<file path="config.mk">
export PLATFORM = sky130hd
export DESIGN_NAME = valve_demux_scheduler_flat
export DESIGN_NICKNAME = d
export VERILOG_FILES = /design/src/rtl/valve_demux_scheduler_pkg.sv /design/src/rtl/valve_demux_scheduler_if.sv /design/src/rtl/valve_demux_scheduler_rr_arbiter4.sv /design/src/rtl/valve_demux_scheduler.sv /design/src/flat_wrapper.sv
export SDC_FILE = /design/constraint.sdc
export NUM_CORES = 1
export LEC_CHECK = 0
export BUFFER_PORTS_ARGS = -buffer_cell sky130_fd_sc_hd__buf_4
export CAP_MARGIN = 10
export CORE_AREA = 3 3 86 88
export CTS_CLUSTER_SIZE = 20
export DETAILED_ROUTE_END_ITERATION = 8
export DIE_AREA = 0 0 89 91
export PLACE_DENSITY = 0.75
export SLEW_MARGIN = 20
export SYNTH_ARGS = -nofsm -noshare
export SYNTH_HDL_FRONTEND = slang
export SYNTH_SLANG_ARGS = --single-unit
export TNS_END_PERCENT = 1
</file>
<file path="constraint.sdc">
create_clock -name clk -period 2.65 [get_ports clk]
set_input_delay 0.795 -clock clk [delete_from_list [all_inputs] [get_ports clk]]
set_output_delay 0.795 -clock clk [all_outputs]
set_load 0.02 [all_outputs]
</file>
<file path="src/rtl/valve_demux_scheduler_pkg.sv">
// Shared types and constants for the valve demux scheduler slice.
package valve_pkg;

    localparam int unsigned NUM_VALVE_CH = 4;
    localparam int unsigned SEL_W        = 4;
    localparam int unsigned IDX_W        = 2;

    typedef enum logic [1:0] {
        ST_IDLE,
        ST_SETUP,
        ST_ACTIVE,
        ST_GUARD
    } state_t;

    function automatic logic [NUM_VALVE_CH-1:0] onehot4(input logic [IDX_W-1:0] idx);
        return NUM_VALVE_CH'(1) << idx;
    endfunction

endpackage

</file>
<file path="src/rtl/valve_demux_scheduler_if.sv">
// Requester/demux bundle around the scheduler; master is the scheduler side.
interface valve_demux_scheduler_if #(
    parameter int unsigned DUR_W = 16
);
    import valve_pkg::*;

    logic [NUM_VALVE_CH-1:0]       req;
    logic [NUM_VALVE_CH*DUR_W-1:0] dur;
    logic [SEL_W-1:0]              sel;
    logic                          en;
    logic [NUM_VALVE_CH-1:0]       grant;
    logic [NUM_VALVE_CH-1:0]       done;
    logic                          busy;

    modport master (input req, dur, output sel, en, grant, done, busy);
    modport slave  (output req, dur, input sel, en, grant, done, busy);

endinterface

</file>
<file path="src/rtl/valve_demux_scheduler_rr_arbiter4.sv">
// Combinational 4-way round-robin pick, searching upward from ptr.
module rr_arbiter4
    import valve_pkg::*;
(
    input  logic [NUM_VALVE_CH-1:0] req,
    input  logic [IDX_W-1:0]        ptr,
    output logic [NUM_VALVE_CH-1:0] winner_c,
    output logic [IDX_W-1:0]        idx_c,
    output logic                    any_c
);

    logic [IDX_W-1:0] cand;

    always_comb begin
        any_c = 1'b0;
        idx_c = '0;
        cand  = '0;
        for (int i = 0; i < NUM_VALVE_CH; i++) begin
            cand = ptr + IDX_W'(i);
            if (!any_c && req[cand]) begin
                any_c = 1'b1;
                idx_c = cand;
            end
        end
        winner_c = any_c ? onehot4(idx_c) : '0;
    end

endmodule

</file>
<file path="src/rtl/valve_demux_scheduler.sv">
// Shares one 1-to-4 valve demux between four requesters with
// break-before-make sequencing: setup, dwell, then a guard interval.
module valve_demux_scheduler
    import valve_pkg::*;
#(
    parameter int unsigned DUR_W        = 16,
    parameter int unsigned SETUP_CYCLES = 2,
    parameter int unsigned GUARD_CYCLES = 4
) (
    input  logic                    clk,
    input  logic                    rst,
    valve_demux_scheduler_if.master bus
);

    state_t                  state_q, state_d;
    logic [DUR_W-1:0]        cnt_q, cnt_d;
    logic [DUR_W-1:0]        dur_q, dur_d;
    logic [IDX_W-1:0]        ptr_q, ptr_d;
    logic [IDX_W-1:0]        own_q, own_d;
    logic [NUM_VALVE_CH-1:0] grant_q, grant_d;
    logic [NUM_VALVE_CH-1:0] done_q, done_d;
    logic                    en_q, en_d;
    logic                    busy_q, busy_d;

    logic [NUM_VALVE_CH-1:0] win_c;
    logic [IDX_W-1:0]        win_idx_c;
    logic                    win_any_c;
    logic                    expire_c;
    logic                    owner_req_c;

    rr_arbiter4 u_arb (
        .req      (bus.req),
        .ptr      (ptr_q),
        .winner_c (win_c),
        .idx_c    (win_idx_c),
        .any_c    (win_any_c)
    );

    assign expire_c    = (cnt_q == DUR_W'(1));
    assign owner_req_c = bus.req[own_q];

    // Next-state, counter and output decode
    always_comb begin
        state_d = state_q;
        cnt_d   = cnt_q;
        dur_d   = dur_q;
        ptr_d   = ptr_q;
        own_d   = own_q;
        grant_d = grant_q;
        done_d  = '0;

        unique case (state_q)
            ST_IDLE: begin
                if (win_any_c) begin
                    own_d   = win_idx_c;
                    grant_d = win_c;
                    ptr_d   = win_idx_c + IDX_W'(1);
                    cnt_d   = DUR_W'(SETUP_CYCLES);
                    state_d = ST_SETUP;
                    for (int k = 0; k < NUM_VALVE_CH; k++) begin
                        if (win_idx_c == IDX_W'(k)) dur_d = bus.dur[k*DUR_W +: DUR_W];
                    end
                end
            end
            ST_SETUP: begin
                if (!owner_req_c) begin
                    state_d = ST_GUARD;
                    cnt_d   = DUR_W'(GUARD_CYCLES);
                    grant_d = '0;
                end else if (expire_c) begin
                    if (dur_q == '0) begin
                        state_d = ST_GUARD;
                        cnt_d   = DUR_W'(GUARD_CYCLES);
                        grant_d = '0;
                        done_d  = onehot4(own_q);
                    end else begin
                        state_d = ST_ACTIVE;
                        cnt_d   = dur_q;
                    end
                end else begin
                    cnt_d = cnt_q - DUR_W'(1);
                end
            end
            ST_ACTIVE: begin
                // Withdrawal wins over a coincident expiry: no completion pulse
                if (!owner_req_c || expire_c) begin
                    state_d = ST_GUARD;
                    cnt_d   = DUR_W'(GUARD_CYCLES);
                    grant_d = '0;
                    if (owner_req_c) done_d = onehot4(own_q);
                end else begin
                    cnt_d = cnt_q - DUR_W'(1);
                end
            end
            ST_GUARD: begin
                if (expire_c) state_d = ST_IDLE;
                else          cnt_d   = cnt_q - DUR_W'(1);
            end
            default: state_d = ST_IDLE;
        endcase
    end

    assign en_d   = (state_d == ST_ACTIVE);
    assign busy_d = (state_d != ST_IDLE);

    // State and registered outputs; reset drops en without waiting for a clock
    always_ff @(posedge clk or posedge rst) begin
        if (rst) begin
            state_q <= ST_IDLE;
            cnt_q   <= '0;
            dur_q   <= '0;
            ptr_q   <= '0;
            own_q   <= '0;
            grant_q <= '0;
            done_q  <= '0;
            en_q    <= 1'b0;
            busy_q  <= 1'b0;
        end else begin
            state_q <= state_d;
            cnt_q   <= cnt_d;
            dur_q   <= dur_d;
            ptr_q   <= ptr_d;
            own_q   <= own_d;
            grant_q <= grant_d;
            done_q  <= done_d;
            en_q    <= en_d;
            busy_q  <= busy_d;
        end
    end

    assign bus.sel   = SEL_W'(own_q);
    assign bus.en    = en_q;
    assign bus.grant = grant_q;
    assign bus.done  = done_q;
    assign bus.busy  = busy_q;

endmodule
</file>
<file path="src/flat_wrapper.sv">
// flat-port wrapper written by rule: the top's interface ports become plain ports
module valve_demux_scheduler_flat import valve_pkg::*;
#(
    parameter int unsigned DUR_W        = 16,
    parameter int unsigned SETUP_CYCLES = 2,
    parameter int unsigned GUARD_CYCLES = 4
)
  (clk, rst, bus_req, bus_dur, bus_sel, bus_en, bus_grant, bus_done, bus_busy);
  valve_demux_scheduler_if #(.DUR_W(DUR_W)) bus_i ();
  input  logic clk;
  input  logic rst;
  input wire logic [$bits(bus_i.req)-1:0] bus_req;
  input wire logic [$bits(bus_i.dur)-1:0] bus_dur;
  output wire logic [$bits(bus_i.sel)-1:0] bus_sel;
  output wire logic [$bits(bus_i.en)-1:0] bus_en;
  output wire logic [$bits(bus_i.grant)-1:0] bus_grant;
  output wire logic [$bits(bus_i.done)-1:0] bus_done;
  output wire logic [$bits(bus_i.busy)-1:0] bus_busy;
  assign bus_i.req = bus_req;
  assign bus_i.dur = bus_dur;
  assign bus_sel = bus_i.sel;
  assign bus_en = bus_i.en;
  assign bus_grant = bus_i.grant;
  assign bus_done = bus_i.done;
  assign bus_busy = bus_i.busy;
  valve_demux_scheduler #(.DUR_W(DUR_W), .SETUP_CYCLES(SETUP_CYCLES), .GUARD_CYCLES(GUARD_CYCLES)) u_core (.clk(clk), .rst(rst), .bus(bus_i));
endmodule
</file>
======== Word-level counts from Yosys, hierarchy flattened ========
Index checks and enable logic that the tools add are counted.
word-level totals
  bits in latches ......................... 0
  memory bits (writable) .................. 0
  word-level logic and storage cells ...... 100
  output and inout bits ................... 14
  memory bits (read-only) ................. 0
  flip-flop bits (word level) ............. 48
  input bits .............................. 70
  memories ................................ 0
cells by class
  reduce and logical (&&, ||, !) cells .... 18
  shifts and indexed selects .............. 2
  divide/modulo/power cells ............... 0
  order comparisons ....................... 5
  add/sub/neg operators ................... 5
  bitwise gates (word level) .............. 0
  multiply operators ...................... 0
  eq/ne operators ......................... 13
  multiplexer cells ....................... 48
operators by type and width
  operator                 count
  $mux W16                 10
  $pmux W16 S4             1
  $mux W4                  10
  $mux W2                  9
  $eq A16 B1 Y1 const B    1
  $logic_not A16 Y1        1
  $sub A16 B1 Y16 const B  1
  $lt A2 B3 Y1 const B     5
  $pmux W4 S3              1
  $bmux W1 S2              5
  $eq A2 B2 Y1 const B     5
  $mux W1                  10
  $pmux W2 S4              1
  $pmux W4 S2              1
  $shl A1 B2 Y4 const A    2
  $reduce_and A5 Y1        1
  $add A2 B1 Y2 const B    2
  $add A2 B2 Y2 const B    2
  $eq A2 B1 Y1 const B     2
  $logic_not A1 Y1         4
  $logic_not A2 Y1         2
  $ne A2 B2 Y1 const B     2
  $reduce_and A2 Y1        2
  $reduce_bool A4 Y1       1
  8 further kinds          10

======== Longest topological paths before layout ========
Gate-level depths: netlist of the first run.
  depth in word-level cells ............... 17
  gate-level depth with buffers ........... 11
  depth with buffers taken out ............ 10

======== Cells and area by module ========
From an unflattened synthesis of the first run, not the netlist that was laid out.
unflattened totals
  cell total of the unflattened synthesis .. 412
  area total of the unflattened synthesis .. 3400.8 um2
by module, submodules not included
  module                 cells an instance  area an instance (um2)  seq. area each (um2)  instances
  valve_demux_scheduler  380                3218.1                  1201.2                1
  rr_arbiter4            32                 182.7                   0.0                   1

======== Worst setup path before layout of the first run ========
Ideal clock, no wire load.
  path kind ............................... input to register
  start ................................... in bus_req[3]
  end ..................................... reg u_core.dur_q[5]
  setup time .............................. 0.136 ns
  path buffers ............................ 2
  cell stages on the path ................. 11
  data arrival time ....................... 2.736 ns
  slack ................................... -0.222 ns
  required time ........................... 2.514 ns
  path through ............................ inv_1 -> a22oi_1 -> o221ai_1 -> nor2_1 -> ha_1 -> clkbuf_1 -> buf_1 -> mux2i_1 -> o21ai_0 -> mux2i_1 -> o21ai_0
between the ends
  cells in the longest elaborated chain, start to end .. 16
  elaborated cells on any way between the ends .. 31
  classes of those cells .................. eq/ne: 3; mux: 19; reduce/logical: 9
RTL lines
  item                             line                                     RTL
  start, declared                  flat_wrapper.sv:12                       input wire logic [$bits(bus_i.req)-1:0] bus_req;
  $bmux W1 S2                      valve_demux_scheduler_rr_arbiter4.sv:20  if (!any_c && req[cand]) begin
  $mux W1 (implied by the code)    valve_demux_scheduler_rr_arbiter4.sv:20
  $mux W1                          valve_demux_scheduler_rr_arbiter4.sv:20
  $logic_not A1 Y1                 valve_demux_scheduler_rr_arbiter4.sv:20
  $logic_and A1 B1 Y1              valve_demux_scheduler_rr_arbiter4.sv:20
  $mux W1                          valve_demux_scheduler_rr_arbiter4.sv:20
  $logic_not A1 Y1                 valve_demux_scheduler_rr_arbiter4.sv:20
  $logic_and A1 B1 Y1              valve_demux_scheduler_rr_arbiter4.sv:20
  $mux W1                          valve_demux_scheduler_rr_arbiter4.sv:20
  $logic_not A1 Y1                 valve_demux_scheduler_rr_arbiter4.sv:20
  $logic_and A1 B1 Y1              valve_demux_scheduler_rr_arbiter4.sv:20
  $mux W2 (*)                      valve_demux_scheduler_rr_arbiter4.sv:20
  named net u_core.u_arb.idx_c[0]  valve_demux_scheduler_rr_arbiter4.sv:8   output logic [IDX_W-1:0] idx_c,
  $eq A2 B1 Y1                     valve_demux_scheduler.sv:61              if (win_idx_c == IDX_W'(k)) dur_d = bus.dur[k*DUR_W +: DUR_W];
  $mux W16 (3 in a row)            valve_demux_scheduler.sv:61
  end signal, assigned             valve_demux_scheduler.sv:121             dur_q <= dur_d;
  end, declared                    valve_demux_scheduler.sv:17              logic [DUR_W-1:0] dur_q, dur_d;
The timed path passes the listed nets; every way through them passes the cells marked *. The select of a mux whose other input is x is not followed.
A chain may end at the register's enable or synchronous reset.

======== Worst setup path in the final report of the first run ========
  start ................................... reg u_core.cnt_q[1]
  end ..................................... reg u_core.grant_q[1], in the netlist u_core.bus.grant[1]
between the ends
  cells in the longest elaborated chain, start to end .. 4
  elaborated cells on any way between the ends .. 5
  classes of those cells .................. eq/ne: 3; reduce/logical: 2
RTL lines
  item                                    line                          RTL
  start, declared                         valve_demux_scheduler.sv:16   logic [DUR_W-1:0] cnt_q, cnt_d;
  start signal, assigned                  valve_demux_scheduler.sv:120  cnt_q <= cnt_d;
  $eq A16 B1 Y1 (*)                       valve_demux_scheduler.sv:39   assign expire_c = (cnt_q == DUR_W'(1));
  $logic_or A1 B1 Y1                      valve_demux_scheduler.sv:86   if (!owner_req_c || expire_c) begin
  $ne A2 B1 Y1 (no source line)           --
  $reduce_and A5 Y1 (no source line) (*)  --
  end signal, assigned                    valve_demux_scheduler.sv:124  grant_q <= grant_d;
  end, declared                           valve_demux_scheduler.sv:20   logic [NUM_VALVE_CH-1:0] grant_q, grant_d;
Every way passes the cells marked *; elsewhere a longest branch is shown, timed or not.

==> results of run 1 <==
==> final cells by class <==
| type | instances | area, um^2 | area share |
|---|---|---|---|
| clock buffers | 6 | 72.6 | 0.0173 |
| multi-input cells | 276 | 1850 | 0.441 |
| inverters | 18 | 67.6 | 0.0161 |
| repair buffers | 110 | 863 | 0.206 |
| flip-flops and latches | 48 | 1200 | 0.287 |
| well taps | 80 | 100 | 0.0239 |
| clock inverters | 2 | 35.0 | 0.00837 |
==> repair_timing <==
action,4_1_cts,5_1_grt
buffers inserted,3,0
hold buffers,0,0
pin swaps,2,1
setup endpoints to repair,4,4
gates resized for setup,2,0
==> cell families after synthesis <==
logic type               count (synthesis)  synth area share
AO/OA/AOI/OAI                          108             0.210
XOR/XNOR                                 1           0.00273
adder cells (fa/ha/maj)                 10            0.0390
buffers and inverters                   41            0.0530
flip-flops                              48             0.374
multiplexers                            39             0.132
other                                    1           0.00117
AND/OR/NAND/NOR                        116             0.187
==> critical path, delay by kind of cell, from the launching register on <==
| kind | cells | cell delay, ns |
|---|---|---|
| and+or+nand+nor | 2 | 0.92 |
| AOI/OAI and AO/OA | 2 | 0.65 |
| DFF | 1 | 0.40 |
| muxes | 1 | 0.33 |
| adders and majority gates | 1 | 0.14 |
| buffers and inverters | 1 | 0.07 |
==> per-stage QoR <==
stage / utilization / setup TNS (ns) / area, um^2 / hold slack, ns / total power, mW
floorplan: - / -0.321 / 3220 / 0.443 / 3.18
global placement: 0.603 / 0 / 4050 / 0.493 / 3.97
detailed placement: 0.603 / -0.0623 / 4050 / 0.488 / 4.04
CTS: 0.623 / 0 / 4190 / 0.501 / 4.64
global route: 0.623 / -0.0286 / 4190 / 0.530 / 5.04
finish: 0.623 / 0 / 4190 / 0.509 / 4.66
==> layer usage <==
metal,global-route usage,vias up,wire length (um)
met4,0.0459,0,74
met5,0,-,0
met3,0.0426,10,598
met1,0.319,1454,3940
met2,0.358,139,4010
li1,-,1518,-
==> registers in the layout (all words and copies together), names as in the netlist <==
signal	flops
u_core.own_q	2
u_core.dur_q	16
u_core.bus.en	1
u_core.state_q	2
u_core.cnt_q	16
u_core.ptr_q	2
u_core.bus.busy	1
u_core.bus.grant	4
u_core.bus.done	4
==> layout by cell type (no fill, tap or decap), types with 3 or more instances in the layout <==
| master | Yosys | routed |
|---|---|---|
| a21oi_1 | 24 | 24 |
| a22oi_1 | 4 | 4 |
| a32oi_1 | 3 | 3 |
| buf_12 | 0 | 3 |
| buf_4 | 2 | 107 |
| clkbuf_8 | 0 | 5 |
| dfrtp_1 | 48 | 48 |
| ha_1 | 10 | 10 |
| inv_1 | 18 | 16 |
| mux2_4 | 4 | 4 |
| mux2i_1 | 33 | 33 |
| nand2_1 | 48 | 48 |
| nand3_1 | 4 | 4 |
| nand4b_1 | 3 | 3 |
| nor2_1 | 13 | 13 |
| nor2b_1 | 4 | 4 |
| nor3_1 | 8 | 8 |
| nor4_1 | 9 | 9 |
| o211a_1 | 3 | 3 |
| o211ai_1 | 3 | 3 |
| o21ai_0 | 49 | 49 |
| or2_2 | 3 | 3 |
| or3_1 | 3 | 3 |
| or4_1 | 5 | 4 |
| or4_4 | 2 | 3 |
==> worst max path at each step <==
stage | startpoint | endpoint | cells past startpoint
2_1_floorplan | bus_req[3] | u_core.dur_q[5] | 9
3_3_place_gp | bus_req[0] | u_core.dur_q[5] | 9
3_5_place_dp | bus_req[0] | u_core.dur_q[5] | 9
4_1_cts | u_core.cnt_q[13] | u_core.bus.grant[1] | 5
5_1_grt | u_core.cnt_q[1] | u_core.bus.grant[2] | 7
6_report | u_core.cnt_q[1] | u_core.bus.grant[1] | 7
==> power by group <==
group / leakage, nW / total (mW) / internal, mW / switching [mW]
logic: 1.29 / 2.80 / 1.32 / 1.48
registers: 0.615 / 1.33 / 1.03 / 0.295
clock network: 0.0552 / 0.533 / 0.280 / 0.253
==> impl_metrics.env, run 1 <==
export IMPL_grt_overflow_total=0
export IMPL_slew_headroom=0.426
export IMPL_initial_core_util=0.477
export IMPL_synth_most_common_cell="o21ai_0"
export IMPL_whs_endpoint="u_core.cnt_q[15]"
export IMPL_slowest_stage="or4b_4"
export IMPL_grt_max_degree=41
export IMPL_period_needed_ns=2.62
export IMPL_syn_cell_area_um2=3210
export IMPL_setup_violations=0
export IMPL_path_clk_slew_ns=0.09
export IMPL_holdPathStages=1
export IMPL_r2r_end="u_core.bus.grant[1]"
export IMPL_ys_top_cells_by_area="dfrtp_1 37%, mux2i_1 10%, o21ai_0 7.6%"
export IMPL_cts_max_level=2
export IMPL_p_per_area_nw_per_um2=1110
export IMPL_gp_congestion=0.931
export IMPL_yosys_register_bits=48
export IMPL_core_um2=6720
export IMPL_cp_required_ns=2.84
export IMPL_crit_type="reg2reg"
export IMPL_cts_sinks=48
export IMPL_dp_cells=529
export IMPL_max_freq_ghz=0.382
export IMPL_path_max_fanout=4
export IMPL_antennaDiodeCount=0
export IMPL_cts_made_buffers=5
export IMPL_ir_drop_uv=599
export IMPL_grt_pass1_wl_um=14800
export IMPL_drc=0
export IMPL_postSynthAreaPerCell_um2=8.81
export IMPL_grt_pass1_vias=3095
export IMPL_end_kind="flip-flop"
export IMPL_status="finished, final reports clean"
export IMPL_synthArstFlopShare=1.00
export IMPL_dp_hpwl_um=6600
export IMPL_area_growth_synth_to_final_pct=30.5
export IMPL_synth_cells=364
export IMPL_p_leak_nw=1.96
export IMPL_cp_start_kind="flip-flop"
export IMPL_hp_class="reg2reg"
export IMPL_vias_per_cell=5.78
export IMPL_cts_buffer_depth=2
export IMPL_slowest_delay_ns=0.47
export IMPL_drtPass1Iterations=5
export IMPL_insertion_delay_ns=0.30
export IMPL_synth_seq_area_share=0.374
export IMPL_cts_tree="yes"
export IMPL_ys_flop_type="dfrtp_1"
export IMPL_top_level_ports=84
export IMPL_dieArea_um2=8100
export IMPL_routed_wl_um=8620
export IMPL_hold_viol=0
export IMPL_rsz0062_at_grt="true"
export IMPL_vias=3121
export IMPL_wl_per_cell_um=16.0
export IMPL_synth_edf_count=0
export IMPL_worst_pin_slew_ns=0.859
export IMPL_antenna_left=0
export IMPL_placementRows=30
export IMPL_drt_iter0_drc=238
export IMPL_max_cap_viol_count=0
export IMPL_crit_chain="inv_2 > ha_1 > or4b_4 > or4_4 > a311o_1 > a31oi_4 > mux2_4"
export IMPL_nets=539
export IMPL_drive_gt1_frac=0.296
export IMPL_ys_types=58
export IMPL_r2r_setup_slack_ns=0.03
export IMPL_place_ws_ns=-0.0227
export IMPL_die_w_um=89
export IMPL_io_buffers=81
export IMPL_worstHoldStart="u_core.cnt_q[15]"
export IMPL_r2r_cells=7
export IMPL_yosys_warnings=0
export IMPL_r2r_start="u_core.cnt_q[1]"
export IMPL_synth_top_cell_by_area="dfrtp_1"
export IMPL_synth_common_cells="49 x o21ai_0, 48 x dfrtp_1, 48 x nand2_1, 33 x mux2i_1, 24 x a21oi_1"
export IMPL_grt_usage=0.225
export IMPL_root_buffer="clkbuf_8"
export IMPL_drv_slew=0
export IMPL_finClkSkew_ns=0.00767
export IMPL_fill_cells=578
export IMPL_stdcell_count=540
export IMPL_die_h_um=91
export IMPL_post_route_period_util=0.988
export IMPL_critPathArrivalTime_ns=2.81
export IMPL_antenna_found_initial=0
export IMPL_fin_ws_ns=0.0327
export IMPL_synth_top_area_frac=0.374
No activity file was read; power rests on OpenSTA's default activity.
==> inputs of run 2 (changes only) <==
Settings changed: BUFFER_PORTS_ARGS -buffer_cell sky130_fd_sc_hd__buf_4 to default, CORE_AREA 3 3 86 88 to 3 3 81 83, DIE_AREA 0 0 89 91 to 0 0 84 86, DONT_BUFFER_PORTS from default to 1, GPL_ROUTABILITY_DRIVEN from default to 0, PLACE_DENSITY 0.75 to 0.71.
==> run 2 against run 1 <==
  * Critical path depth decreased by 2
  * Combinational power decreased by 8.9%
  * Fmax decreased by 0.30%
  * Largest power group unchanged
  * Die area decreased by 11%
  * First-iteration DRC count increased by 7.6%
==> impl_metrics.env, run 2 (synthesis gave the netlist of run 1 again) <==
export IMPL_final_cell_mix="49 x o21ai_0, 48 x nand2_1, 48 x dfrtp_1"
export IMPL_die_w_um=84
export IMPL_area_growth_synth_to_final_pct=10.5
export IMPL_stdcell_count=450
export IMPL_power_internal_mw=2.47
export IMPL_final_common_cell="o21ai_0"
export IMPL_die_h_um=86
export IMPL_insertion_delay_ns=0.32
export IMPL_post_route_period_util=0.991
export IMPL_nets=454
export IMPL_max_cap_viol_count=0
export IMPL_rsz0062_at_grt="true"
export IMPL_cts_tree="yes"
export IMPL_p_per_area_nw_per_um2=1270
export IMPL_fin_ws_ns=0.0248
export IMPL_p_total_mw=4.49
export IMPL_drc=0
export IMPL_power_frac_clock=0.123
export IMPL_end_kind="flip-flop"
export IMPL_root_buffer="clkbuf_8"
export IMPL_path_max_fanout=5
export IMPL_top_regs="u_core.cnt_q: 16 flops, u_core.dur_q: 16 flops"
export IMPL_cts_max_level=2
export IMPL_initial_core_util=0.542
export IMPL_slew_headroom=0.506
export IMPL_routed_wl_um=8110
export IMPL_critPathArrivalTime_ns=2.83
export IMPL_cp_start_kind="flip-flop"
export IMPL_hold_viol=0
export IMPL_path_clk_slew_ns=0.10
export IMPL_vias_per_cell=6.25
export IMPL_grt_usage=0.231
export IMPL_fin_util=0.598
export IMPL_drtPass1Iterations=5
export IMPL_hp_class="in2async"
export IMPL_switching_power_mw=2.02
export IMPL_vias=2813
export IMPL_status="finished, final reports clean"
export IMPL_grt_pass1_vias=2777
export IMPL_finClkSkew_ns=0.0108
export IMPL_ir_drop_uv=739
export IMPL_placementRows=28
export IMPL_setup_violations=0
export IMPL_postCtsHoldBufs=0
export IMPL_antenna_found_initial=0
export IMPL_io_buffers=0
export IMPL_place_ws_ns=0.0613
export IMPL_cts_made_buffers=5
export IMPL_grt_overflow_total=0
export IMPL_drive_gt1_frac=0.141
export IMPL_p_sw_frac=0.450
export IMPL_antenna_left=0
export IMPL_worst_pin_slew_ns=0.735
export IMPL_max_freq_ghz=0.381
export IMPL_dieArea_um2=7220
export IMPL_period_needed_ns=2.63
export IMPL_grt_max_degree=34
export IMPL_cts_buffer_depth=2
export IMPL_cp_required_ns=2.85
export IMPL_dp_cells=441
export IMPL_pwr_share_seq=0.309
export IMPL_dp_hpwl_um=6260
export IMPL_cts_sinks=48
export IMPL_wl_per_cell_um=18.0
export IMPL_top_level_ports=84
export IMPL_whs_ns=0.430
export IMPL_core_um2=5920
export IMPL_crit_type="reg2reg"
export IMPL_drv_slew=0
export IMPL_antennaDiodeCount=0
export IMPL_grt_pass1_wl_um=13500
export IMPL_drt_iter0_drc=256
export IMPL_p_leak_nw=1.55
export IMPL_pwr_share_comb=0.568
run 2: cell type report:
cell class              count  area, um^2
well taps                  75        93.8
repair buffers             25         213
fillers                   531        2380
multi-input cells         276        1850
flip-flops and latches     48        1200
clock inverters             3        47.5
inverters                  18        67.6
clock buffers               5        68.8
run 2: through the flow:
stage / area, um^2 / setup TNS, ns
2_1_floorplan: 3220 / -0.321
3_3_place_gp: 3410 / 0
3_5_place_dp: 3410 / 0
4_1_cts: 3530 / 0
5_1_grt: 3540 / -0.144
6_report: 3540 / 0
run 2: per-layer routing:
metal | wire length [um] | vias to the layer above | global-route usage
li1 | - | 1341 | -
met1 | 3520 | 1309 | 0.299
met2 | 3840 | 146 | 0.390
met3 | 528 | 17 | 0.0384
met4 | 214 | 0 | 0.0877
met5 | 0 | - | 0
run 2: timing repair:
action,4_1_cts,5_1_grt
setup endpoints to repair,0,5
gates resized for setup,0,3
buffers inserted,0,1
run 2: power groups by stage:
stage               clock network (mW)  registers [mW]  logic, mW
floorplan                            0            1.31       1.87
global placement                     0            1.38       2.41
detailed placement                   0            1.39       2.47
CTS                              0.555            1.38       2.49
global route                     0.590            1.43       2.85
finish                           0.552            1.39       2.55
run 2: worst paths after layout:
path / slack [ns] / from / to / cells past startpoint
max: 0.02 / u_core.cnt_q[7] / u_core.bus.grant[1] / 5
min: 0.43 / rst / u_core.cnt_q[3] / 1
max reg2reg: 0.02 / u_core.cnt_q[7] / u_core.bus.grant[1] / 5
min reg2reg: 0.53 / u_core.dur_q[10] / u_core.cnt_q[10] / 2
max in group asynchronous: 1.63 / rst / u_core.dur_q[12] / 2
min in group clk: 0.53 / u_core.dur_q[10] / u_core.cnt_q[10] / 2
run 2: critical path, cell delays in order (launching register included):
cell	delay, ns
dfrtp_1	0.45
or4_4	0.54
or4_4	0.53
a311o_1	0.39
a31oi_4	0.26
mux2_4	0.33
==> inputs of run 3 (changes only) <==
Settings changed: CORE_AREA 3 3 81 83 to 3 3 94 114, DIE_AREA 0 0 84 86 to 0 0 97 117, PLACE_DENSITY 0.71 to default, SYNTH_HIERARCHICAL from default to 1.
==> run 3 against run 2 <==
  * Critical path depth is the same
  * Cell area grew 7.1%
  * Combinational power grew 13%
==> impl_metrics.env, run 3 <==
export IMPL_status="finished, final reports clean"
export IMPL_p_total_mw=5.03
export IMPL_final_cell_mix="70 x nor2_1, 66 x a21oi_1, 48 x dfrtp_1"
export IMPL_synthArstFlopShare=1.00
export IMPL_drv_slew=0
export IMPL_p_leak_nw=1.61
export IMPL_grt_pass1_vias=3008
export IMPL_drtPass1Iterations=5
export IMPL_die_h_um=117
export IMPL_initial_core_util=0.354
export IMPL_crit_start="u_core/cnt_q[13]"
export IMPL_area_growth_synth_to_final_pct=11.6
export IMPL_insertion_delay_ns=0.29
export IMPL_cts_sinks=48
export IMPL_crit_type="reg2reg"
export IMPL_ir_drop_uv=551
export IMPL_synth_common_cells="71 x nor2_1, 66 x a21oi_1, 48 x dfrtp_1, 22 x clkbuf_1"
export IMPL_p_per_area_nw_per_um2=1320
export IMPL_root_buffer="clkbuf_16"
export IMPL_top_regs="u_core/cnt_q: 16 flops, u_core/dur_q: 16 flops"
export IMPL_yosys_warnings=6
export IMPL_end_kind="flip-flop"
export IMPL_yosys_register_bits=48
export IMPL_syn_cell_area_um2=3400
export IMPL_grt_max_degree=33
export IMPL_synth_cells=412
export IMPL_post_route_period_util=0.933
export IMPL_ys_top_cells_by_area="dfrtp_1 35%, a21oi_1 9.7%, nor2_1 7.8%"
export IMPL_ys_flop_type="dfrtp_1"
export IMPL_synth_edf_count=0
export IMPL_antenna_left=0
export IMPL_antennaDiodeCount=0
export IMPL_synth_seq_area_share=0.353
export IMPL_placementRows=39
export IMPL_synth_top_cell_by_area="dfrtp_1"
export IMPL_synth_most_common_cell="nor2_1"
export IMPL_path_clk_slew_ns=0.07
export IMPL_critPathArrivalTime_ns=2.68
export IMPL_synth_top_area_frac=0.353
export IMPL_grt_usage=0.162
export IMPL_slew_headroom=0.563
export IMPL_drive_gt1_frac=0.111
export IMPL_fill_cells=966
export IMPL_rsz0062_at_grt="false"
export IMPL_grt_pass1_wl_um=15100
export IMPL_ys_types=62
export IMPL_setup_violations=0
export IMPL_dieArea_um2=11300
export IMPL_io_buffers=0
export IMPL_period_needed_ns=2.47
export IMPL_whs_ns=0.398
export IMPL_grt_overflow_total=0
export IMPL_cts_buffer_depth=2
export IMPL_core_um2=9610
export IMPL_vias_per_cell=5.62
export IMPL_drt_iter0_drc=269
export IMPL_top_level_ports=84
export IMPL_postCtsHoldBufs=0
export IMPL_fin_util=0.395
export IMPL_dp_hpwl_um=6780
export IMPL_max_cap_viol_count=0
export IMPL_postSynthAreaPerCell_um2=8.25
export IMPL_hp_class="in2async"
export IMPL_max_freq_ghz=0.405
export IMPL_cts_max_level=2
export IMPL_path_max_fanout=4
export IMPL_nets=493
export IMPL_hold_viol=0
export IMPL_seqCellArea_um2=1200
export IMPL_wl_per_cell_um=16.8
export IMPL_cp_start_kind="flip-flop"
export IMPL_final_common_cell="nor2_1"
export IMPL_routed_wl_um=9040
export IMPL_worst_pin_slew_ns=0.656
export IMPL_r2r_start="u_core/cnt_q[13]"
export IMPL_cts_made_buffers=5
export IMPL_cts_tree="yes"
export IMPL_finClkSkew_ns=0.00385
export IMPL_drc=0
export IMPL_antenna_found_initial=0
export IMPL_multi_input_area_um2=2030
export IMPL_vias=3016
export IMPL_cp_required_ns=2.86
export IMPL_die_w_um=97
-- run 3: changes by cell type after synthesis, sizes merged, moves of 5 or more --
cell | before | now
a21oi | 24 | 68
clkbuf | 16 | 22
mux2i | 33 | 16
nand2 | 48 | 18
nand2b | 2 | 8
nor2 | 13 | 71
o21ai | 49 | 20
or4 | 7 | 2
xnor2 | 0 | 9
-- run 3: cell families after synthesis --
logic type,after synthesis,share of synthesized area
flops,48,0.353
xor+xnor,11,0.0283
compound gates,127,0.231
simple gates,148,0.223
other cells,1,0.00110
buf+inv,45,0.0563
fa+ha+maj,10,0.0368
mux,22,0.0703
-- run 3: final cells by class --
| cell class | count | area share |
|---|---|---|
| Clock buffer | 5 | 0.0330 |
| Clock inverter | 3 | 0.0112 |
| Inverter | 16 | 0.0158 |
| Multi-Input combinational cell | 320 | 0.535 |
| Sequential cell | 48 | 0.316 |
| Tap cell | 123 | 0.0405 |
| Timing Repair Buffer | 22 | 0.0478 |
-- run 3: through the flow --
stage	setup TNS, ns	instances	setup WS, ns	area, um^2
6_report	0	537	0.178	3800
4_1_cts	0	537	0.132	3770
2_1_floorplan	0	413	0.0148	3420
3_3_place_gp	-0.610	529	-0.0468	3610
3_5_place_dp	-1.09	529	-0.0850	3610
5_1_grt	0	537	0.000408	3800
-- run 3: layer usage --
layer | GRT usage | vias up | share of wire
li1 | - | 1469 | -
met1 | 0.209 | 1431 | 0.44
met2 | 0.278 | 108 | 0.49
met3 | 0.0207 | 8 | 0.046
met4 | 0.0627 | 0 | 0.018
met5 | 0 | - | 0
-- run 3: worst max-delay path, stage by stage, from the launching register on --
cell and delay (ns):
dfrtp_1 0.43, or4_1 0.59, or4b_2 0.70, nor4_1 0.33
buf_4 0.18, nor3b_1 0.16
-- run 3: worst paths after layout --
path / endpoint / depth (start not counted) / slack, ns
worst max-delay path: u_core/bus.done[0] / 5 / 0.18
worst min-delay path: u_core/bus.done[0] / 1 / 0.40
worst max register to register: u_core/bus.done[0] / 5 / 0.18
worst min register to register: u_core/cnt_q[11] / 2 / 0.55
max in group asynchronous: u_core/cnt_q[11] / 2 / 1.74
min in group clk: u_core/cnt_q[11] / 2 / 0.55
-- run 3: repair_timing --
action                     4_1_cts  5_1_grt
setup buffers                    0        0
gates resized for setup          0        3
hold endpoints to repair         0        0
setup endpoints to repair        0       10
-- run 3: where the power goes --
| part | internal, mW | switching, mW | leakage (nW) |
|---|---|---|---|
| combinational | 1.22 | 1.66 | 0.927 |
| sequential | 1.04 | 0.377 | 0.599 |
| clock | 0.443 | 0.284 | 0.0798 |
| total | 2.70 | 2.32 | 1.61 |
